==> src/rtl/seg_scan_driver.sv <==
// seg_scan_driver: multiplexed 4-digit hex 7-segment scanner with frame-aligned double buffering
module seg_scan_driver #(
    parameter int SCAN_DIV  = 4096,
    parameter int BLANK_CYC = 16,
    parameter int LZ_BLANK  = 1
) (
    input  logic        clk,
    input  logic        rst,
    input  logic [15:0] data_in,
    input  logic        data_valid,
    output logic        data_ready,
    output logic [6:0]  seg,
    output logic [3:0]  digit_en,
    output logic        frame_done
);
    localparam int CW = $clog2(SCAN_DIV);

    logic [CW-1:0] cnt;
    logic [1:0]    idx;
    logic [15:0]   disp;
    logic [15:0]   shadow;
    logic          pending;
    logic          slot_end;
    logic          frame_wrap;
    logic          accept;
    logic          blank_win;
    logic          lz_off;
    logic [3:0]    nib;

    function automatic logic [6:0] hex7(input logic [3:0] h);
        case (h)
            4'h0: hex7 = 7'h7E;
            4'h1: hex7 = 7'h30;
            4'h2: hex7 = 7'h6D;
            4'h3: hex7 = 7'h79;
            4'h4: hex7 = 7'h33;
            4'h5: hex7 = 7'h5B;
            4'h6: hex7 = 7'h5F;
            4'h7: hex7 = 7'h70;
            4'h8: hex7 = 7'h7F;
            4'h9: hex7 = 7'h7B;
            4'hA: hex7 = 7'h77;
            4'hB: hex7 = 7'h1F;
            4'hC: hex7 = 7'h4E;
            4'hD: hex7 = 7'h3D;
            4'hE: hex7 = 7'h4F;
            default: hex7 = 7'h47;
        endcase
    endfunction

    assign slot_end   = cnt == CW'(SCAN_DIV - 1);
    assign frame_wrap = slot_end && idx == 2'd3;
    assign accept     = data_valid && !pending;
    assign data_ready = !pending;
    assign blank_win  = cnt < CW'(BLANK_CYC);
    assign nib        = disp[{idx, 2'b00} +: 4];

    // digit k>0 goes dark when it and every more-significant nibble are zero
    always_comb begin
        lz_off = 1'b0;
        if (LZ_BLANK == 1)
            lz_off = idx == 2'd1 ? disp[15:4] == 12'h000 :
                     idx == 2'd2 ? disp[15:8] == 8'h00 :
                     idx == 2'd3 ? disp[15:12] == 4'h0 : 1'b0;
    end

    // prescaler and digit index; frame_done marks the cycle after digit 3's slot ends
    always_ff @(posedge clk or posedge rst) begin
        if (rst) begin
            cnt        <= '0;
            idx        <= 2'd0;
            frame_done <= 1'b0;
        end else begin
            cnt        <= slot_end ? '0 : cnt + 1'b1;
            idx        <= slot_end ? idx + 2'd1 : idx;
            frame_done <= frame_wrap;
        end
    end

    // shadow takes new data only when empty; display swaps only at a frame boundary
    always_ff @(posedge clk or posedge rst) begin
        if (rst) begin
            shadow  <= 16'h0000;
            disp    <= 16'h0000;
            pending <= 1'b0;
        end else if (accept) begin
            shadow  <= data_in;
            pending <= 1'b1;
        end else if (frame_wrap && pending) begin
            disp    <= shadow;
            pending <= 1'b0;
        end
    end

    // registered drive: dark during the guard interval at the start of each slot
    always_ff @(posedge clk or posedge rst) begin
        if (rst) begin
            seg      <= 7'h00;
            digit_en <= 4'b0000;
        end else begin
            seg      <= blank_win || lz_off ? 7'h00 : hex7(nib);
            digit_en <= blank_win ? 4'b0000 : 4'b0001 << idx;
        end
    end
endmodule

==> config.mk <==
export PLATFORM = sky130hd
export DESIGN_NAME = seg_scan_driver
export DESIGN_NICKNAME = d
export VERILOG_FILES = /design/src/rtl/seg_scan_driver.sv
export SDC_FILE = /design/constraint.sdc
export NUM_CORES = 1
export LEC_CHECK = 0
export CORE_MARGIN = 4
export CORE_UTILIZATION = 50
export CTS_CLUSTER_DIAMETER = 150
export DETAILED_ROUTE_END_ITERATION = 10
export PLACE_DENSITY = 0.72
export SYNTH_ARGS = -nofsm -noshare
export SYNTH_HDL_FRONTEND = slang
export SYNTH_SLANG_ARGS = --single-unit
==> constraint.sdc <==
create_clock -name clk -period 2.7 [get_ports clk]
set_clock_uncertainty 0.1 [all_clocks]
set_input_delay 0.81 -clock clk [delete_from_list [all_inputs] [get_ports clk]]
set_output_delay 0.81 -clock clk [all_outputs]
set_load 0.005 [all_outputs]
# [Word level (Yosys, flattened, before mapping)]
# Memories as Yosys holds them, arrays and structs flattened.
# Index checks and enable logic that the tools add are counted.
[word_totals] register_bits=59 romBits=112 wordCells=37 n_memories=1
[mem_list] memory="(name not given)" depth=16 width=7 read_ports=1 rd_ports_with_merged_regs=0 wr=0 line="31" rtl="case (h)"
[op_classes] n_addsub=2 order_cmp=1 eq_ne=4 shifts=2 n_mux=8 n_bitwise=1 reduce_logical=10
[ops] operator="$shiftx 16x5->4" n=1
[ops] operator="$add 12x1->12 const B" n=1
[ops] operator="$eq 12x12->1 const B" n=1
[ops] operator="$logic_not 12->1" n=1
[ops] operator="$lt 12x5->1 const B" n=1
[ops] operator="$mux 12" n=1
[ops] operator="$logic_not 8->1" n=1
[ops] operator="$mux 7" n=1
[ops] operator="$mux 1" n=5
[ops] operator="$eq 2x2->1 const B" n=2
[ops] operator="$logic_not 4->1" n=1
[ops] operator="$mux 4" n=1
[ops] operator="$shl 1x2->4 const A" n=1
[ops] operator="$logic_and 1x1->1" n=3
[ops] operator="$add 2x1->2 const B" n=1
[ops] operator="$eq 2x1->1 const B" n=1
[ops] operator="$reduce_and 2->1" n=1
[ops] operator="$reduce_bool 2->1" n=1
[ops] operator="$logic_not 1->1" n=1
[ops] operator="$logic_or 1x1->1" n=1
[ops] operator="$not 1->1" n=1

# [Logic depth before layout (Yosys ltp)]
[depth] word_depth=6 ltp_mapped=7 ltp_nobuf=6

# [Worst setup path after synthesis]
# No wires, ideal clock.
[synth_path] kind="register to register" start="reg cnt[0]" end="reg disp[10]" setup_time_ns=0.125 arrival_time_ns=1.971 required_ns=2.475 setup_slack_ns=0.504 stages_incl_launch_ff=7 path_buffers=1 period_less_slack_ns=2.196 cell_sequence="dfrtp_1 ha_1 and3_1 nand3_1 nor4_4 buf_8 mux2_4"
[synth_between] elab_chain_cells=4
[synth_rtl] element="start: declaration" line="18" rtl="logic [CW-1:0] cnt;"
[synth_rtl] element="start signal: assignment" line="74" rtl="cnt <= slot_end ? '0 : cnt + 1'b1;"
[synth_rtl] element="$eq 12x12->1" line="51" rtl="assign slot_end = cnt == CW'(SCAN_DIV - 1);"
[synth_rtl] element="$logic_and 1x1->1" line="52" rtl="assign frame_wrap = slot_end && idx == 2'd3;"
[synth_rtl] element="$logic_and 1x1->1" line="89" rtl="end else if (frame_wrap && pending) begin"
[synth_rtl] element="$reduce_and 2->1 (no source line)"
[synth_rtl] element="end signal: assignment" line="90" rtl="disp <= shadow;"
[synth_rtl] element="end: declaration" line="20" rtl="logic [15:0] disp;"
# Every way passes these cells.
# A chain may end at the register's enable or synchronous reset.

# [Final worst setup path]
[layout_path] start="reg idx[0]" end="reg seg[0]"
[layout_between] elab_chain_cells=6 elab_cells_between_ends=10 classes_between="eq/ne (3); shift (1); mux (4); reduce/logical (1); memory (1)"
[layout_rtl] element="start: declaration" line="19" rtl="logic [1:0] idx;"
[layout_rtl] element="start signal: assignment" line="75" rtl="idx <= slot_end ? idx + 2'd1 : idx;"
[layout_rtl] element="branches (longest 5 deep; another with $mem_v2 16x7)"
[layout_rtl] element="$mux 7 (*)" line="101" rtl="seg <= blank_win || lz_off ? 7'h00 : hex7(nib);"
[layout_rtl] element="end signal: assignment" line="101"
[layout_rtl] element="end: declaration" line="12" rtl="output logic [6:0] seg,"
# Every way passes the cells marked *.

==> results by group <==
Clock network
  • Clock transition at the registers of the reported paths: 0.06 ns
  • CTS sink cnt: 59
  • Latest clock arrival within the worst-skew pair: 0.34 ns
  • Clock root buffer: clkbuf_8
  • CTS tree: done
  • H-tree levels: 3
  • Post-CTS setup buffers: 0
  • CTS buffer count: 9
  • Hold-fix buffers, CTS: 0
  • Post-CTS Resized: 0
  • CTS Buffer Depth: 2

Logic synthesis
  • Synth unique cells: 39
  • Post-synthesis register bit count: between 50 and 60
  • Yosys warning count: 0
  • Sequential share of the synthesized area: 52.2%
  • Average cell area after synthesis: 12.5 um2
  • Post-Synthesis Cells: ~230
  • Cell area after synthesis: 0.00283 mm2
  • Syn Nets: 257

Die
  • Die W: 83.2 um
  • Initial Util: 51.4%
  • Num ports: 32
  • Core box area: 0.00551 mm2
  • Die area: about 0.0069 mm2
  • Die height: 83.2 um
  • Site Rows: 27

Cells and area
  • Multi-input logic area: 0.00126 mm2
  • Filler cells: 427
  • Most frequent cells in the layout: dfrtp_1 (59), clkdlybuf4s50_1 (31), mux2_2 (24), nor2_1 (18)
  • Layout cell share with drive strength beyond 1: 23.3%
  • Antenna Cells: 0
  • Area Growth Syn to Fin: 21.1%
  • Final #Nets: 295
  • Most common cell after layout, fill and taps aside: dfrtp_1
  • Reg area: 0.00148 mm2
  • Final Core Density: 62.2%

Critical path
  • R2R Path Start: idx[0]$_DFFE_PP0N_
  • CP Capture Point: seg[0]$_DFF_PP0_
  • RR Endpoint: seg[0]$_DFF_PP0_
  • Flop2flop setup slack: 0.41 ns
  • Worst setup EP type: flip-flop
  • Worst Path Arrival: 2.38 ns
  • CP startpoint kind: flip-flop
  • Crit. Startpoint: idx[0]$_DFFE_PP0N_
  • Worst path required time: 2.79 ns
  • FF-to-FF path depth: 5
  • CP Class: reg2reg
  • Crit-path max FO: 8

Pwr
  • LEAKAGE: 1.52 nW
  • Peak supply drop: 302 uV
  • PwrDens: 520 mW/mm2

Timing
  • Fin crit share: between 80% and 90%
  • Highest clock rate: 437 MHz
  • Final Hold Fails: 0
  • Relative slew slack: between 50% and 60%
  • RSZ-0062 raised after global routing: no
  • Final min period: roughly 2.3 ns
  • Worst-margin pin slew: 0.653 ns
  • Max Slew Vio Count: 0
  • Setup_tns: 0 ns
  • Final setup fails: 0

Route
  • Post-DRT Antenna Nets: 0
  • Remaining DRCs: 0
  • Wire per inst: about 14 um
  • Initial DRC count: 152
  • WL final: 4.66 mm
  • DRT Pass-1 Iters: 4
  • Via Count: 1775
  • Vias per inst: approximately 5.2

Hold path
  • Worst hold path class: reg2reg

Run
  • Maximum Capacitance Violations: 0

Global routing
  • First-pass GRT wire length: slightly above 8 mm
  • Met1 Resource Use GR: 19.0%
  • M2 GR Usage: 23.0%
  • Gr ovfl total: 0
  • Largest net degree at the start of global routing: 60
  • Global-route layer with the greatest usage: met2
  • Initial antenna violation count: 0
  • Total track usage: 14.9%
  • GR Util met3: 3.57%
  • Vias in the first global route: about 1700

Placement
  • HPWL after DPL: 3.28 mm
  • Number of port buffers: 31
  • GPL Wtd Cong: 0.798

Run status
  • Status: finished clean
critical path, stage by stage, from the launching register on:
cell,delay (ns)
dfrtp_1,0.53
mux4_2,0.62
ha_1,0.26
inv_1,0.09
o21ai_0,0.08
a2111oi_0,0.46
how the worst min path moves through the flow:
stage	start	endpoint	slack, ns	cells after the start
2_1_floorplan	cnt[0]$_DFF_PP0_	cnt[0]$_DFF_PP0_	0.35	1
3_3_place_gp	cnt[0]$_DFF_PP0_	cnt[0]$_DFF_PP0_	0.37	1
3_5_place_dp	cnt[0]$_DFF_PP0_	cnt[0]$_DFF_PP0_	0.38	1
4_1_cts	cnt[0]$_DFF_PP0_	cnt[0]$_DFF_PP0_	0.39	1
5_1_grt	shadow[10]$_DFFE_PP0P_	disp[10]$_DFFE_PP0P_	0.41	1
6_report	cnt[0]$_DFF_PP0_	cnt[0]$_DFF_PP0_	0.39	1
state kept, by name, summed over array words and instances, names as in the netlist:
register	flops
cnt	12
shadow	16
seg	7
idx	2
digit_en	4
disp	16
frame_done	1
pending	1
metal layers:
layer / routed length [um] / vias to the layer above
met5: 0 / -
met4: 139 / 0
met3: 260 / 11
met2: 2160 / 48
met1: 2100 / 843
li1: - / 873
cells in the mapped netlist (all sizes together):
library cell	instances	share of area, %
a2111oi	3	0.93
a211oi	3	0.80
a21oi	4	0.71
a221oi	1	0.31
a31oi	1	0.22
a32oi	1	0.31
and3	2	0.44
and4	1	0.31
buf	4	1.1
clkbuf	5	0.66
dfrtp	59	52
ha	11	4.9
inv	12	1.6
mux2	33	14
mux2i	3	1.1
mux4	4	3.2
nand2	10	1.4
nand2b	1	0.22
nand3	4	0.71
nand3b	2	0.53
nand4	2	0.44
nor2	18	2.4
nor2b	4	0.88
nor3	4	0.88
nor3b	3	0.80
nor4	3	1.2
o21ai	7	1.2
o22ai	1	0.22
or2	1	0.22
or3	2	0.44
or3b	1	0.31
or4	3	0.80
xnor2	3	0.93
xor2	11	3.4
area by class of cell:
cell class,instances,share of cell area (%)
Clock buffer,11,4.13
Timing Repair Buffer,36,10.5
Clock inverter,5,1.53
Tap cell,72,2.63
Multi-Input combinational cell,147,36.8
Sequential cell,59,43.1
Inverter,12,1.32
per-stage QoR:
step | cell area, um2 | hold WS, ns | cells | setup WS [ns] | power, mW
6_report | 3420 | 0.387 | 342 | 0.412 | 1.78
2_1_floorplan | 2830 | 0.348 | 227 | 0.334 | 0.975
3_3_place_gp | 3230 | 0.371 | 326 | 0.462 | 1.01
5_1_grt | 3420 | 0.411 | 342 | 0.215 | 1.85
4_1_cts | 3420 | 0.393 | 342 | 0.427 | 1.80
3_5_place_dp | 3230 | 0.384 | 326 | 0.444 | 1.02
cell families (layout without fill, tap and decap cells):
family	count (synthesis)	count (layout)	synth area share [%]
AND/OR/NAND/NOR	61	61	12.0
flip-flops	59	59	52.2
multiplexers	40	40	18.6
AO/OA/AOI/OAI	21	21	4.73
buffers and inverters	21	64	3.32
XOR/XNOR	14	14	4.33
adder cells (fa/ha/maj)	11	11	4.87
power by group:
| part | internal, mW | switching (mW) |
|---|---|---|
| logic | 0.0462 | 0.0252 |
| clock network | 0.446 | 0.337 |
| registers | 0.912 | 0.0141 |
| total | 1.40 | 0.376 |
Power figures use the tool's default switching activity.
